**src/rtl/bcd_bin_loader.sv**
```systemverilog
// Sequential 3-digit BCD to 8-bit binary converter (reverse double-dabble) with
// range check against modulus N; emits a one-cycle load strobe or error pulse.
module bcd_bin_loader #(
    parameter int N = 60
) (
    input  logic       clk,
    input  logic       reset,
    input  logic       start,
    input  logic [9:0] bcd,
    output logic [7:0] bin,
    output logic       valid,
    output logic       err,
    output logic       busy
);

    typedef enum logic [1:0] {
        IDLE  = 2'd0,
        SHIFT = 2'd1,
        CHECK = 2'd2
    } state_t;

    localparam logic [8:0] N_LIMIT = 9'(N);

    state_t      state_q, state_d;
    logic [17:0] s_q, s_d;
    logic        bad_q, bad_d;
    logic [2:0]  cnt_q, cnt_d;
    logic [7:0]  bin_q, bin_d;
    logic        valid_q, valid_d;
    logic        err_q, err_d;

    logic [17:0] shifted;
    logic [3:0]  tens_adj;
    logic [3:0]  ones_adj;
    logic        out_of_range;

    // One reverse double-dabble step: shift right, then undo the x2 carry
    // that landed in a BCD field by subtracting 3 from any field >= 8.
    assign shifted  = {1'b0, s_q[17:1]};
    assign tens_adj = (shifted[15:12] >= 4'd8) ? shifted[15:12] - 4'd3 : shifted[15:12];
    assign ones_adj = (shifted[11:8]  >= 4'd8) ? shifted[11:8]  - 4'd3 : shifted[11:8];

    assign out_of_range = (s_q[17:8] != 10'd0) || ({1'b0, s_q[7:0]} >= N_LIMIT);

    always_ff @(posedge clk or posedge reset) begin
        if (reset) begin
            state_q <= IDLE;
            s_q     <= '0;
            bad_q   <= 1'b0;
            cnt_q   <= '0;
            bin_q   <= '0;
            valid_q <= 1'b0;
            err_q   <= 1'b0;
        end else begin
            // NOTE: non-blocking here so every register samples pre-edge values.
            state_q <= state_d;
            s_q     <= s_d;
            bad_q   <= bad_d;
            cnt_q   <= cnt_d;
            bin_q   <= bin_d;
            valid_q <= valid_d;
            err_q   <= err_d;
        end
    end

    always_comb begin
        // NOTE: defaults first so no path through the case leaves a latch.
        state_d = state_q;
        s_d     = s_q;
        bad_d   = bad_q;
        cnt_d   = cnt_q;
        bin_d   = bin_q;
        valid_d = 1'b0;
        err_d   = 1'b0;

        case (state_q)
            IDLE: begin
                if (start) begin
                    s_d     = {bcd, 8'b0};
                    bad_d   = (bcd[7:4] > 4'd9) || (bcd[3:0] > 4'd9);
                    cnt_d   = '0;
                    state_d = SHIFT;
                end
            end
            SHIFT: begin
                s_d   = {shifted[17:16], tens_adj, ones_adj, shifted[7:0]};
                cnt_d = cnt_q + 3'd1;
                if (cnt_q == 3'd7) begin
                    state_d = CHECK;
                end
            end
            CHECK: begin
                if (bad_q || out_of_range) begin
                    err_d = 1'b1;
                end else begin
                    bin_d   = s_q[7:0];
                    valid_d = 1'b1;
                end
                state_d = IDLE;
            end
            default: state_d = IDLE;
        endcase
    end

    assign bin   = bin_q;
    assign valid = valid_q;
    assign err   = err_q;
    assign busy  = (state_q != IDLE);

endmodule
```
**config.mk**
```make
export PLATFORM = sky130hd
export DESIGN_NAME = bcd_bin_loader
export DESIGN_NICKNAME = d
export VERILOG_FILES = /design/src/rtl/bcd_bin_loader.sv
export SDC_FILE = /design/constraint.sdc
export NUM_CORES = 1
export LEC_CHECK = 0
export CORE_ASPECT_RATIO = 1.5
export CORE_MARGIN = 2
export CORE_UTILIZATION = 50
export CTS_BUF_LIST = sky130_fd_sc_hd__clkbuf_4 sky130_fd_sc_hd__clkbuf_8 sky130_fd_sc_hd__clkbuf_16
export DETAILED_ROUTE_END_ITERATION = 10
export GPL_TIMING_DRIVEN = 0
export HOLD_SLACK_MARGIN = 0.06
export PLACE_DENSITY = 0.81
export SLEW_MARGIN = 20
export SYNTH_ARGS = -nofsm -noshare
export SYNTH_HDL_FRONTEND = slang
export SYNTH_SLANG_ARGS = --single-unit
```
**constraint.sdc**
```tcl
create_clock -name clk -period 4.2 [get_ports clk]
set_input_delay 0.84 -clock clk [delete_from_list [all_inputs] [get_ports clk]]
set_output_delay 0.84 -clock clk [all_outputs]
set_load 0.05 [all_outputs]
```
==> run metrics <==
gr usage total 20.37%; Cell Pwr Density 675.7 nW/um2; H-tree levels 2; Hold Crit Class reg2reg; initial DRC count 24; post-CTS resize count 0; first-pass GRT wire length 5.485 mm; Tot Pwr 1.338 mW; vias in the first global route 1175; io pins 24; clock latency on the worst-skew pair 0.29 ns; worst-path cell chain nor2_1, inv_1, clkdlybuf4s50_1; WHS 0.4884 ns; post-synthesis compound-gate area fraction 12.55%; Num CTS Buffers 5; Yosys warnings 0; clk sink count 34; Synth Area in XOR/XNOR 2.182%; initial antenna violation count 0; DIE AREA 3689 um2; simple-gate share of the synthesized area 19.64%; nets 207; period utilization 58.68%; Die X 50.27 um; clock tree root driver cell clkbuf_8; Avg Cell Area, Syn 10.16 um2; Layout area overhead 23.38%; cells after synthesis 158; clk buf depth 2; DRC viols 0; status finished, final reports clean; Slowest Stage Delay on Critical Path 0.79 ns; total number of vias 1225; Period minus WS final 2.465 ns; R2R setup slack 2.34 ns; buffer count from post-CTS setup fixing 0; FF+latch count, synth 34; post-synthesis cell area 1605 um2; Initial Util 51.84%; WL per Instance 14.24 um; crit-path max FO 5; commonest non-fill, non-tap cell in the layout dfrtp_1; critical path class reg2out; Fin Clk Skew 0.006904 ns; Max-slew headroom 54.79%; Critical Path AT 1.62 ns; Post-Layout Cell Count 229; post-synthesis sequential area ratio 53.00%; mux cell area share after synthesis 4.209%; Via density 5.349; Hold Vio Cnt, Final 0; hold buffers post-CTS 0; ant diodes 0; CTS tree yes; worst endpoint required time 3.36 ns; max-cap viol count 0; Placed Cells incl. Taps 221; GRT overflow 0; row count 25; IO Port Bufs 23; Design Area, Final 1981 um2; first-pass iteration count of the detailed router 4; Die Y 73.40 um; Routed WL 3.262 mm; RD Place Congestion 0.8212; # setup viols final 0; Slew @ Worst Pin 0.6771 ns; Max Clk Rate 405.7 MHz; maximum vdd drop 0.3885 mV; dpl hpwl 2.374 mm; Critical path buffers and inverters 2; Worst-path clk slew 0.07 ns; type of origin of the critical path flip-flop; cell family with the largest share of critical-path delay buffers and inverters; core footprint 3097 um2; pins over their slew limit 0; leakage 0.8982 nW; Netlist cell types 30; pin count of the biggest net entering global routing 35; Critical Path Slowest Stage Cell clkdlybuf4s50_1; share of post-route cells with drive strength above 1 11.11%; Worst setup EP type output port; setup TNS 0 ns; largest family of logic cells by synthesized area simple AND/OR/NAND/NOR gates; post-synthesis net count 177; Routed Antenna Nets 0; RSZ-0062 raised after global routing false; Placement Cell Area 1886 um2; adder-cell share of the synthesized area 4.677%; most frequent cells in the layout dfrtp_1 (34), nand2_1 (32), clkdlybuf4s50_1 (23)
-- area by class of cell --
| class | count | area, um2 |
|---|---|---|
| plain buffers | 8 | 37.54 |
| well taps | 40 | 50.05 |
| repair buffers | 23 | 230.2 |
| clock inverters | 1 | 5.005 |
| fillers | 249 | 1116 |
| clock buffers | 7 | 90.09 |
| inverters | 6 | 22.52 |
| multi-input cells | 110 | 694.4 |
| flip-flops and latches | 34 | 850.8 |
-- cells by family (layout without fill, tap and decap cells) --
kind of cell,after synthesis,count (layout)
multiplexers,6,6
AND/OR/NAND/NOR,62,62
adder cells (fa/ha/maj),6,6
buffers and inverters,14,45
XOR/XNOR,4,4
flip-flops,34,34
AO/OA/AOI/OAI,32,32
-- flip-flops by register name, indices dropped and copies added, names as in the netlist --
signal and flops:
bad_q 1, bin 8, cnt_q 3, err 1, s_q 18, state_q 2
valid 1
-- synth_stat cells --
cell / number / share of area, %
and2b_1: 1 / 0.47
o21ai_0: 15 / 4.7
o211a_1: 2 / 1.2
buf_6: 1 / 0.70
ha_1: 6 / 4.7
a221o_1: 2 / 1.2
nor3_4: 1 / 1.0
nand2_1: 32 / 7.5
nor4_1: 1 / 0.39
clkbuf_1: 7 / 1.6
o22ai_1: 1 / 0.39
or4_1: 1 / 0.47
a211oi_1: 2 / 0.94
nand3_2: 1 / 0.62
and2_1: 1 / 0.39
a31oi_1: 5 / 1.9
nor4_4: 1 / 1.3
nand2b_1: 2 / 0.78
dfrtp_1: 34 / 53
nor2_1: 13 / 3.0
or3_4: 1 / 0.70
a21oi_1: 3 / 0.94
inv_1: 6 / 1.4
a311oi_1: 1 / 0.55
xnor2_1: 4 / 2.2
nor2b_1: 4 / 1.6
nor3b_2: 1 / 0.78
mux2_2: 6 / 4.2
nor3_1: 2 / 0.62
a41o_1: 1 / 0.62
-- through the flow --
step                util, %  worst slack [ns]
CTS                   63.96             1.717
global placement      60.89             1.715
detailed placement    60.89             1.665
floorplan                 -             2.480
finish                63.96             1.735
global route          63.96             1.670
-- report_power, final --
group	switching (mW)	total, mW	leakage, nW	internal (mW)
Sequential	0.110	0.548	0.437	0.438
Combinational	0.314	0.538	0.410	0.224
Clock	0.114	0.252	0.0517	0.139
Total	0.538	1.34	0.898	0.800
-- final timing paths --
check | from | to | depth (start not counted)
max in group asynchronous | reset | valid | 2
min in group asynchronous | reset | cnt_q[1] | 2
setup reg to reg | s_q[5] | bin[1] | 4
setup / recovery | state_q[1] | busy | 3
hold / removal | bin[7] | bin[7] | 1
hold reg to reg | bin[7] | bin[7] | 1
-- layer usage --
metal	global-route usage, %	wire length, um	vias to the layer above
li1	-	-	594
met1	21.73	1332	596
met2	36.40	1742	27
met3	5.488	129	8
met4	10.19	58	0
met5	0	0	-
Power figures use the tool's default switching activity.
